## config.mk

```make
export PLATFORM = sky130hd
export DESIGN_NAME = intersection_scheduler_flat
export DESIGN_NICKNAME = d
export VERILOG_FILES = /design/src/rtl/intersection_scheduler_if.sv /design/src/rtl/intersection_scheduler.sv /design/src/flat_wrapper.sv
export SDC_FILE = /design/constraint.sdc
export NUM_CORES = 1
export LEC_CHECK = 0
export CAP_MARGIN = 30
export CORE_ASPECT_RATIO = 0.8
export CORE_MARGIN = 2
export CORE_UTILIZATION = 53
export CTS_CLUSTER_SIZE = 40
export DETAILED_ROUTE_END_ITERATION = 16
export PLACE_DENSITY = 0.78
export REMOVE_ABC_BUFFERS = 1
export SLEW_MARGIN = 0
export SYNTH_ARGS = -nofsm -noshare
export SYNTH_HDL_FRONTEND = slang
export SYNTH_SLANG_ARGS = --single-unit
```

## constraint.sdc

```tcl
create_clock -name clk -period 2.1 [get_ports clk]
set_input_delay 0.42 -clock clk [delete_from_list [all_inputs] [get_ports clk]]
set_output_delay 0.42 -clock clk [all_outputs]
set_load 0.02 [all_outputs]
```

## src/rtl/intersection_scheduler_if.sv

```systemverilog
// Request and lamp bundle between the intersection controller and its environment.
// The controller takes the slave view; whoever raises requests takes the master view.
interface intersection_scheduler_if;
    logic       req_ns;
    logic       req_ew;
    logic       ns_R;
    logic       ns_G;
    logic       ns_Y;
    logic       ew_R;
    logic       ew_G;
    logic       ew_Y;
    logic [2:0] phase;
    logic       phase_start;

    modport master (
        output req_ns, req_ew,
        input  ns_R, ns_G, ns_Y, ew_R, ew_G, ew_Y, phase, phase_start
    );

    modport slave (
        input  req_ns, req_ew,
        output ns_R, ns_G, ns_Y, ew_R, ew_G, ew_Y, phase, phase_start
    );
endinterface

```

## src/rtl/intersection_scheduler.sv

```systemverilog
// Two-direction intersection controller: green/yellow/all-red sequencing with
// latched cross requests, minimum-green preemption and a maximum-green hard cap.
module intersection_scheduler #(
    parameter int CTR_W     = 10,
    parameter int GREEN_MIN = 256,
    parameter int GREEN_MAX = 512,
    parameter int YELLOW    = 128,
    parameter int ALLRED    = 32
) (
    input  logic                     clk,
    input  logic                     rst,
    intersection_scheduler_if.slave  bus
);

    localparam logic [2:0] NS_GREEN  = 3'd0;
    localparam logic [2:0] NS_YELLOW = 3'd1;
    localparam logic [2:0] RED_TO_EW = 3'd2;
    localparam logic [2:0] EW_GREEN  = 3'd3;
    localparam logic [2:0] EW_YELLOW = 3'd4;
    localparam logic [2:0] RED_TO_NS = 3'd5;

    localparam logic [CTR_W-1:0] GMIN_LAST   = CTR_W'(GREEN_MIN - 1);
    localparam logic [CTR_W-1:0] GMAX_LAST   = CTR_W'(GREEN_MAX - 1);
    localparam logic [CTR_W-1:0] YELLOW_LAST = CTR_W'(YELLOW - 1);
    localparam logic [CTR_W-1:0] ALLRED_LAST = CTR_W'(ALLRED - 1);
    localparam logic [CTR_W-1:0] CTR_SAT     = {CTR_W{1'b1}};

    logic [2:0]       state_r;
    logic [2:0]       next_state_s;
    logic [CTR_W-1:0] ctr_r;
    logic [CTR_W-1:0] ctr_next_s;
    logic             pend_ns_r;
    logic             pend_ew_r;
    logic             pend_ns_next_s;
    logic             pend_ew_next_s;
    logic             phase_start_r;
    logic             state_change_s;

    // State, counter, pending latches and phase-start flag registers
    always_ff @(posedge clk or posedge rst) begin
        if (rst) begin
            state_r       <= NS_GREEN;
            ctr_r         <= {CTR_W{1'b0}};
            pend_ns_r     <= 1'b0;
            pend_ew_r     <= 1'b0;
            phase_start_r <= 1'b1;
        end else begin
            state_r       <= next_state_s;
            ctr_r         <= ctr_next_s;
            pend_ns_r     <= pend_ns_next_s;
            pend_ew_r     <= pend_ew_next_s;
            phase_start_r <= state_change_s;
        end
    end

    // Next-state selection; a green only yields when the other side is waiting
    always_comb begin
        next_state_s = state_r;
        case (state_r)
            NS_GREEN: begin
                if (pend_ew_r && ((ctr_r >= GMIN_LAST && !bus.req_ns) || ctr_r == GMAX_LAST))
                    next_state_s = NS_YELLOW;
                else
                    next_state_s = NS_GREEN;
            end
            NS_YELLOW: begin
                if (ctr_r == YELLOW_LAST) next_state_s = RED_TO_EW;
                else                      next_state_s = NS_YELLOW;
            end
            RED_TO_EW: begin
                if (ctr_r == ALLRED_LAST) next_state_s = EW_GREEN;
                else                      next_state_s = RED_TO_EW;
            end
            EW_GREEN: begin
                if (pend_ns_r && ((ctr_r >= GMIN_LAST && !bus.req_ew) || ctr_r == GMAX_LAST))
                    next_state_s = EW_YELLOW;
                else
                    next_state_s = EW_GREEN;
            end
            EW_YELLOW: begin
                if (ctr_r == YELLOW_LAST) next_state_s = RED_TO_NS;
                else                      next_state_s = EW_YELLOW;
            end
            RED_TO_NS: begin
                if (ctr_r == ALLRED_LAST) next_state_s = NS_GREEN;
                else                      next_state_s = RED_TO_NS;
            end
            default: next_state_s = RED_TO_NS;
        endcase
    end

    // Phase counter and request latches; entering a green drops that side's request
    always_comb begin
        state_change_s = (next_state_s != state_r);
        ctr_next_s     = ctr_r;
        pend_ns_next_s = pend_ns_r;
        pend_ew_next_s = pend_ew_r;

        if (state_change_s)        ctr_next_s = {CTR_W{1'b0}};
        else if (ctr_r == CTR_SAT) ctr_next_s = ctr_r;
        else                       ctr_next_s = ctr_r + {{(CTR_W-1){1'b0}}, 1'b1};

        if (next_state_s == NS_GREEN && state_r != NS_GREEN) pend_ns_next_s = 1'b0;
        else if (state_r != NS_GREEN && bus.req_ns)          pend_ns_next_s = 1'b1;
        else                                                 pend_ns_next_s = pend_ns_r;

        if (next_state_s == EW_GREEN && state_r != EW_GREEN) pend_ew_next_s = 1'b0;
        else if (state_r != EW_GREEN && bus.req_ew)          pend_ew_next_s = 1'b1;
        else                                                 pend_ew_next_s = pend_ew_r;
    end

    // Lamp decode from the state register; illegal codes show red on both heads
    always_comb begin
        bus.ns_R        = 1'b1;
        bus.ns_G        = 1'b0;
        bus.ns_Y        = 1'b0;
        bus.ew_R        = 1'b1;
        bus.ew_G        = 1'b0;
        bus.ew_Y        = 1'b0;
        bus.phase       = state_r;
        bus.phase_start = phase_start_r;
        case (state_r)
            NS_GREEN:  begin bus.ns_R = 1'b0; bus.ns_G = 1'b1; end
            NS_YELLOW: begin bus.ns_R = 1'b0; bus.ns_Y = 1'b1; end
            EW_GREEN:  begin bus.ew_R = 1'b0; bus.ew_G = 1'b1; end
            EW_YELLOW: begin bus.ew_R = 1'b0; bus.ew_Y = 1'b1; end
            default:   begin bus.ns_R = 1'b1; bus.ew_R = 1'b1; end
        endcase
    end

endmodule

```

## src/flat_wrapper.sv

```systemverilog
// flat-port wrapper written by rule: the top's interface ports become plain ports
module intersection_scheduler_flat 
#(
    parameter int CTR_W     = 10,
    parameter int GREEN_MIN = 256,
    parameter int GREEN_MAX = 512,
    parameter int YELLOW    = 128,
    parameter int ALLRED    = 32
)
  (clk, rst, bus_req_ns, bus_req_ew, bus_ns_R, bus_ns_G, bus_ns_Y, bus_ew_R, bus_ew_G, bus_ew_Y, bus_phase, bus_phase_start);
  intersection_scheduler_if bus_i ();
  input  logic clk;
  input  logic rst;
  input wire logic [$bits(bus_i.req_ns)-1:0] bus_req_ns;
  input wire logic [$bits(bus_i.req_ew)-1:0] bus_req_ew;
  output wire logic [$bits(bus_i.ns_R)-1:0] bus_ns_R;
  output wire logic [$bits(bus_i.ns_G)-1:0] bus_ns_G;
  output wire logic [$bits(bus_i.ns_Y)-1:0] bus_ns_Y;
  output wire logic [$bits(bus_i.ew_R)-1:0] bus_ew_R;
  output wire logic [$bits(bus_i.ew_G)-1:0] bus_ew_G;
  output wire logic [$bits(bus_i.ew_Y)-1:0] bus_ew_Y;
  output wire logic [$bits(bus_i.phase)-1:0] bus_phase;
  output wire logic [$bits(bus_i.phase_start)-1:0] bus_phase_start;
  assign bus_i.req_ns = bus_req_ns;
  assign bus_i.req_ew = bus_req_ew;
  assign bus_ns_R = bus_i.ns_R;
  assign bus_ns_G = bus_i.ns_G;
  assign bus_ns_Y = bus_i.ns_Y;
  assign bus_ew_R = bus_i.ew_R;
  assign bus_ew_G = bus_i.ew_G;
  assign bus_ew_Y = bus_i.ew_Y;
  assign bus_phase = bus_i.phase;
  assign bus_phase_start = bus_i.phase_start;
  intersection_scheduler #(.CTR_W(CTR_W), .GREEN_MIN(GREEN_MIN), .GREEN_MAX(GREEN_MAX), .YELLOW(YELLOW), .ALLRED(ALLRED)) u_core (.clk(clk), .rst(rst), .bus(bus_i));
endmodule
```

; After elaboration in Yosys (flattened, before gate mapping)
; Cells that the tools add are included.
; W data, S select, Z words.
[word_totals]
register_bits = 16
latch_bits = 0
ram_bits = 0
romBits = 0
inputBits = 4
word_cells = 58
memories = 0
[op_classes]
add_sub_neg = 1
n_mul = 0
n_div = 0
n_lt_le_gt_ge = 1
n_eq_ne = 13
n_shift = 0
mux = 19
bitwise = 0
n_reduce_logical = 19
[ops]
columns = op, count
row1 = $mux W10, 2
row2 = $pmux W3 S6, 1
row3 = $mux W1, 13
row4 = $add A10 B1 Y10 const B, 1
row5 = $eq A10 B10 Y1 const B, 1
row6 = $eq A10 B5 Y1 const B, 1
row7 = $eq A10 B7 Y1 const B, 1
row8 = $eq A10 B9 Y1 const B, 1
row9 = $ge A10 B8 Y1 const B, 1
row10 = $eq A3 B2 Y1 const B, 3
row11 = $logic_and A1 B1 Y1, 8
row12 = $eq A3 B3 Y1 const B, 2
row13 = $logic_not A3 Y1, 2
row14 = $mux W3, 2
row15 = $reduce_bool A2 Y1, 2
row16 = $reduce_or A2 Y1, 2
row17 = $eq A3 B1 Y1 const B, 1
row18 = $ne A3 B2 Y1 const B, 1
row19 = $ne A3 B3 Y1, 1
row20 = $reduce_bool A3 Y1, 1
row21 = $logic_not A1 Y1, 2
row22 = $logic_or A1 B1 Y1, 2
row23 = $mux W2, 1
row24 = $ne A2 B1 Y1 const B, 1

; Logic depth before layout (Yosys ltp)
[depth]
depth_word = 9
depth_mapped = 9
depth_no_buf = 7

; Worst setup path after synthesis
; No wires, ideal clock.
[synth_timing]
kind = reg2out
from = register u_core.state_r[2] (netlist: u_core.bus.phase[2])
to = output port bus_ew_R
t_arrival_ps = 1593
t_required_ps = 1680
path_slack_ps = 87
path_stages_with_launch = 4
cell_sequence = dfrtp_1 -> buf_2 -> nor3b_1 -> nor2_1
[synth_via]
elab_chain_len = 3
word_cells_on_any_way = 4
[synth_lines]
columns = item, line_no
row1 = start: declaration, intersection_scheduler.sv:28  ; logic [2:0] state_r;
row2 = start signal: assignment, intersection_scheduler.sv:48  ; state_r <= next_state_s;
row3 = $eq A3 B2 Y1 / $eq A3 B3 Y1 (equally long branches), intersection_scheduler.sv:122  ; case (state_r)
row4 = $reduce_or A2 Y1 (no line) *, --
row5 = $mux W1 *, intersection_scheduler.sv:122
row6 = end: declaration, flat_wrapper.sv:19  ; output wire logic [$bits(bus_i.ew_R)-1:0] bus_ew_R;
; Every way passes the cells marked *; elsewhere a longest branch is shown, timed or not.

; Worst setup path in the final report
[layout_timing]
from = register u_core.ctr_r[0]
to = register u_core.ctr_r[4]
[layout_via]
elab_chain_len = 8
word_cells_on_any_way = 23
[layout_lines]
columns = item, line_no
row1 = start: declaration, intersection_scheduler.sv:30  ; logic [CTR_W-1:0] ctr_r;
row2 = start signal: assignment, intersection_scheduler.sv:43  ; ctr_r <= {CTR_W{1'b0}};
row3 = start signal: assignment, intersection_scheduler.sv:49  ; ctr_r <= ctr_next_s;
row4 = $ge A10 B8 Y1, "intersection_scheduler.sv:61, intersection_scheduler.sv:75"
row5 = "$logic_and A1 B1 Y1, on equally long branches", "intersection_scheduler.sv:75, intersection_scheduler.sv:61"
row6 = "$logic_or A1 B1 Y1, on equally long branches", "intersection_scheduler.sv:75, intersection_scheduler.sv:61"
row7 = "$logic_and A1 B1 Y1, on equally long branches", "intersection_scheduler.sv:75, intersection_scheduler.sv:61"
row8 = $mux W3 / $mux W1 (equally long branches), "intersection_scheduler.sv:75, intersection_scheduler.sv:61"
row9 = $pmux W3 S6, intersection_scheduler.sv:59  ; case (state_r)
row10 = $ne A3 B3 Y1, intersection_scheduler.sv:94  ; state_change_s = (next_state_s != state_r);
row11 = $ne A2 B1 Y1 (no line) / $mux W10 (equally long branches), --
; Several ways; a longest one is shown, not always the timed one. The select of a mux whose other input is x is not followed.
; A chain may end at the register's enable or synchronous reset.

==> results by group <==
Detailed routing
  • # DRC: 0
  • Routed vias/inst: 5.81
  • Routed Antenna Nets: 0
  • Routed wire length per instance: 14.2 microns
  • Drt first pass iters: 4
  • Via count: 900
  • Final WL: 2200 microns
  • Initial DRC count: 42

Logic synthesis
  • Top post-synthesis cells by area: dfrtp_1 36%, nor2_1 5.8%, buf_6 4.4%, nand2_1 4.4%, a31oi_1 3.0%
  • YS warnings: 0
  • Largest area contributor in the netlist: dfrtp_1
  • Netlist Area Pre-Place: 1030 sq um
  • Post-Synthesis Cells: 114
  • Sequential share of the synthesized area: 39.1%
  • FF+latch count, synth: 16
  • Synth top area share: 36.5%
  • Post-Syn Area per Cell: 9.02 sq um
  • Fraction of registers with async set/reset: 100%
  • Most frequent cell after synthesis: nor2_1
  • Most common library cells after synthesis: 16 x nor2_1, 15 x dfrtp_1, 12 x nand2_1, 5 x a31oi_1
  • Yosys cell types: 43
  • Number of flops mapped to enable cells by yosys: 0
  • Top FF cell, synth: dfrtp_1

Global route
  • Number of global-route vias before repair: 829
  • First-pass GRT wire length: 3800 microns
  • Remaining Overflow, GRT: 0
  • Largest net degree at the start of global routing: 17
  • Gr usage total: 22.5%
  • Antenna violations before repair: 0

Critical path
  • CP max stage delay: 430 ps
  • Worst endpoint required time: 2320 ps
  • Worst setup EP type: flop
  • CP arrival: 2210 ps
  • CP max stage cell: dfrtp_1
  • Critical Path Start Type: flop
  • Type of the worst setup path: reg2reg
  • Delay-heaviest family, CP: compound AO/OA/AOI/OAI gates
  • Crit path depth: 8
  • R2R cell count: 8
  • Crit path buffers/inverters: 1
  • Peak fanout along the critical path: 10
  • Crit path cell chain: ha_1 > and4_4 > nand4_1 > a31oi_1 > a221oi_2 > o211ai_2 > buf_12 > nor3_4

STA
  • Final setup vio count: 0
  • Clock skew: 5.46 ps
  • Worst slew margin: 60.8%
  • Final Hold Fails: 0
  • RSZ-0062 raised after global routing: false
  • Tmin final: 1990 ps
  • Final Max Tran Viols: 0
  • Final period utilization: 94.8%
  • Highest clock rate: 503 MHz
  • Worst-margin pin slew: 587 ps
  • Hold WS: 487 ps
  • Final WS setup: 110 ps

Power and ir drop
  • Maximum VDD drop: 0.000361 V
  • Pwr dens: 429 nW/um^2
  • Leakage: 0.000571 uW

CTS
  • H-Tree Depth: 1
  • Root Buffer: clkbuf_4
  • CTS tree: built
  • CTS buffer count: 3
  • CTS Buffer Depth: 2
  • Cts hold-fix bufs: 0
  • Clock slew at reported path FFs: 100 ps
  • Worst-Skew Late Latency: 290 ps
  • Clk sinks: 16

Final layout
  • Share of layout cells above drive strength 1: 19.1%
  • Final core occ: 66.0%
  • Fin area: 1230 sq um
  • Antenna cells: 0
  • Synthesis-to-layout area growth: 19.2%
  • Fin nets: 137

Placed design
  • Gpl congestion: 0.877
  • HPWL Detailed: 1570 microns
  • Dpl ws: 14.5 ps
  • Number of I/O port buffers: 13
  • DP Area: 1190 sq um

Floorplanning
  • Die width: 53.3 microns
  • Die Y: 43.4 microns
  • Initial cell density of the core: 55.4%
  • Die area: 2310 sq um
  • I/O Pins: 14
  • Rows: 14
  • Core Area: 1860 sq um

Outcome
  • Outcome: complete, no violations

Hold path
  • Min-Delay Path Class: in2async

Job
  • Max cap viols: 0
-- layer usage --
layer	vias to the layer above	part of all wire [%]	wire [microns]	global-route usage, %
li1	436	-	-	-
met1	421	46	1020	34.6
met2	41	45	988	30.9
met3	2	8.3	183	5.17
met4	0	0.59	13	8.21
met5	-	0	0	0
-- area by class of cell --
cell class / instances / area [sq um]
fillers: 156 / 631
multi-input cells: 86 / 548
flip-flops and latches: 16 / 402
repair buffers: 21 / 195
clock buffers: 4 / 36.3
well taps: 24 / 30.0
inverters: 4 / 15.0
-- registers in the layout, indices dropped and copies added (netlist names) --
| name | cells |
|---|---|
| u_core.ctr_r | 10 |
| u_core.bus.phase | 3 |
| u_core.bus.phase_start | 1 |
| u_core.pend_ew_r | 1 |
| u_core.pend_ns_r | 1 |
-- per-stage QoR --
| step | setup TNS [ps] | total power, uW | instances |
|---|---|---|---|
| 3_3_place_gp | 0 | 328 | 150 |
| 4_1_cts | 0 | 532 | 154 |
| 5_1_grt | 0 | 547 | 155 |
| 6_report | 0 | 526 | 155 |
| 2_1_floorplan | -174 | 320 | 106 |
| 3_5_place_dp | 0 | 328 | 150 |
-- placed cells by master (no fill, tap or decap), types with 2 or more instances in the layout --
| master | n |
|---|---|
| dlygate4sd2_1 | 6 |
| nand4_1 | 3 |
| a21oi_1 | 4 |
| nand2_1 | 12 |
| clkdlybuf4s50_1 | 7 |
| xor2_1 | 3 |
| or2_2 | 2 |
| buf_4 | 7 |
| nor2_1 | 16 |
| and3_1 | 2 |
| nor3_1 | 4 |
| clkbuf_4 | 3 |
| o21ai_0 | 4 |
| xnor2_1 | 2 |
| a31oi_1 | 5 |
| dfrtp_1 | 15 |
| nand3_1 | 4 |
| nor2b_1 | 2 |
| inv_1 | 4 |
-- what timing repair did --
action | CTS | global route
buffers inserted | 0 | 1
gates resized for setup | 6 | 2
setup endpoints to repair | 6 | 10
pin swaps | 0 | 2
-- where the power goes --
group | internal [uW] | switching [uW] | total, uW
Combinational | 6.05 | 7.47 | 13.5
Clock | 106 | 98.7 | 204
Sequential | 308 | 0.0000000000000413 | 308
Total | 420 | 106 | 526
-- cell families (layout without fill, tap and decap cells) --
family / Yosys count / count (layout) / share of synthesized area (%)
compound gates: 25 / 25 / 19.0
xor+xnor: 5 / 5 / 4.26
fa+ha+maj: 1 / 1 / 1.22
buf+inv: 12 / 29 / 7.91
flops: 16 / 16 / 39.1
mux: 1 / 1 / 0.973
simple gates: 54 / 54 / 27.6
-- path summary, 6_finish.rpt --
path	from	to	slack (ps)
max	u_core.ctr_r[0]$_DFFE_PP0P_	u_core.ctr_r[4]$_DFFE_PP0P_	110
min	rst	u_core.ctr_r[2]$_DFFE_PP0P_	490
max reg2reg	u_core.ctr_r[0]$_DFFE_PP0P_	u_core.ctr_r[4]$_DFFE_PP0P_	110
min reg2reg	u_core.pend_ew_r$_DFFE_PP0P_	u_core.pend_ew_r$_DFFE_PP0P_	570
max in group asynchronous	rst	u_core.pend_ns_r$_DFFE_PP0P_	1230
min in group clk	u_core.pend_ew_r$_DFFE_PP0P_	u_core.pend_ew_r$_DFFE_PP0P_	570
No activity file was read; power rests on OpenSTA's default activity.
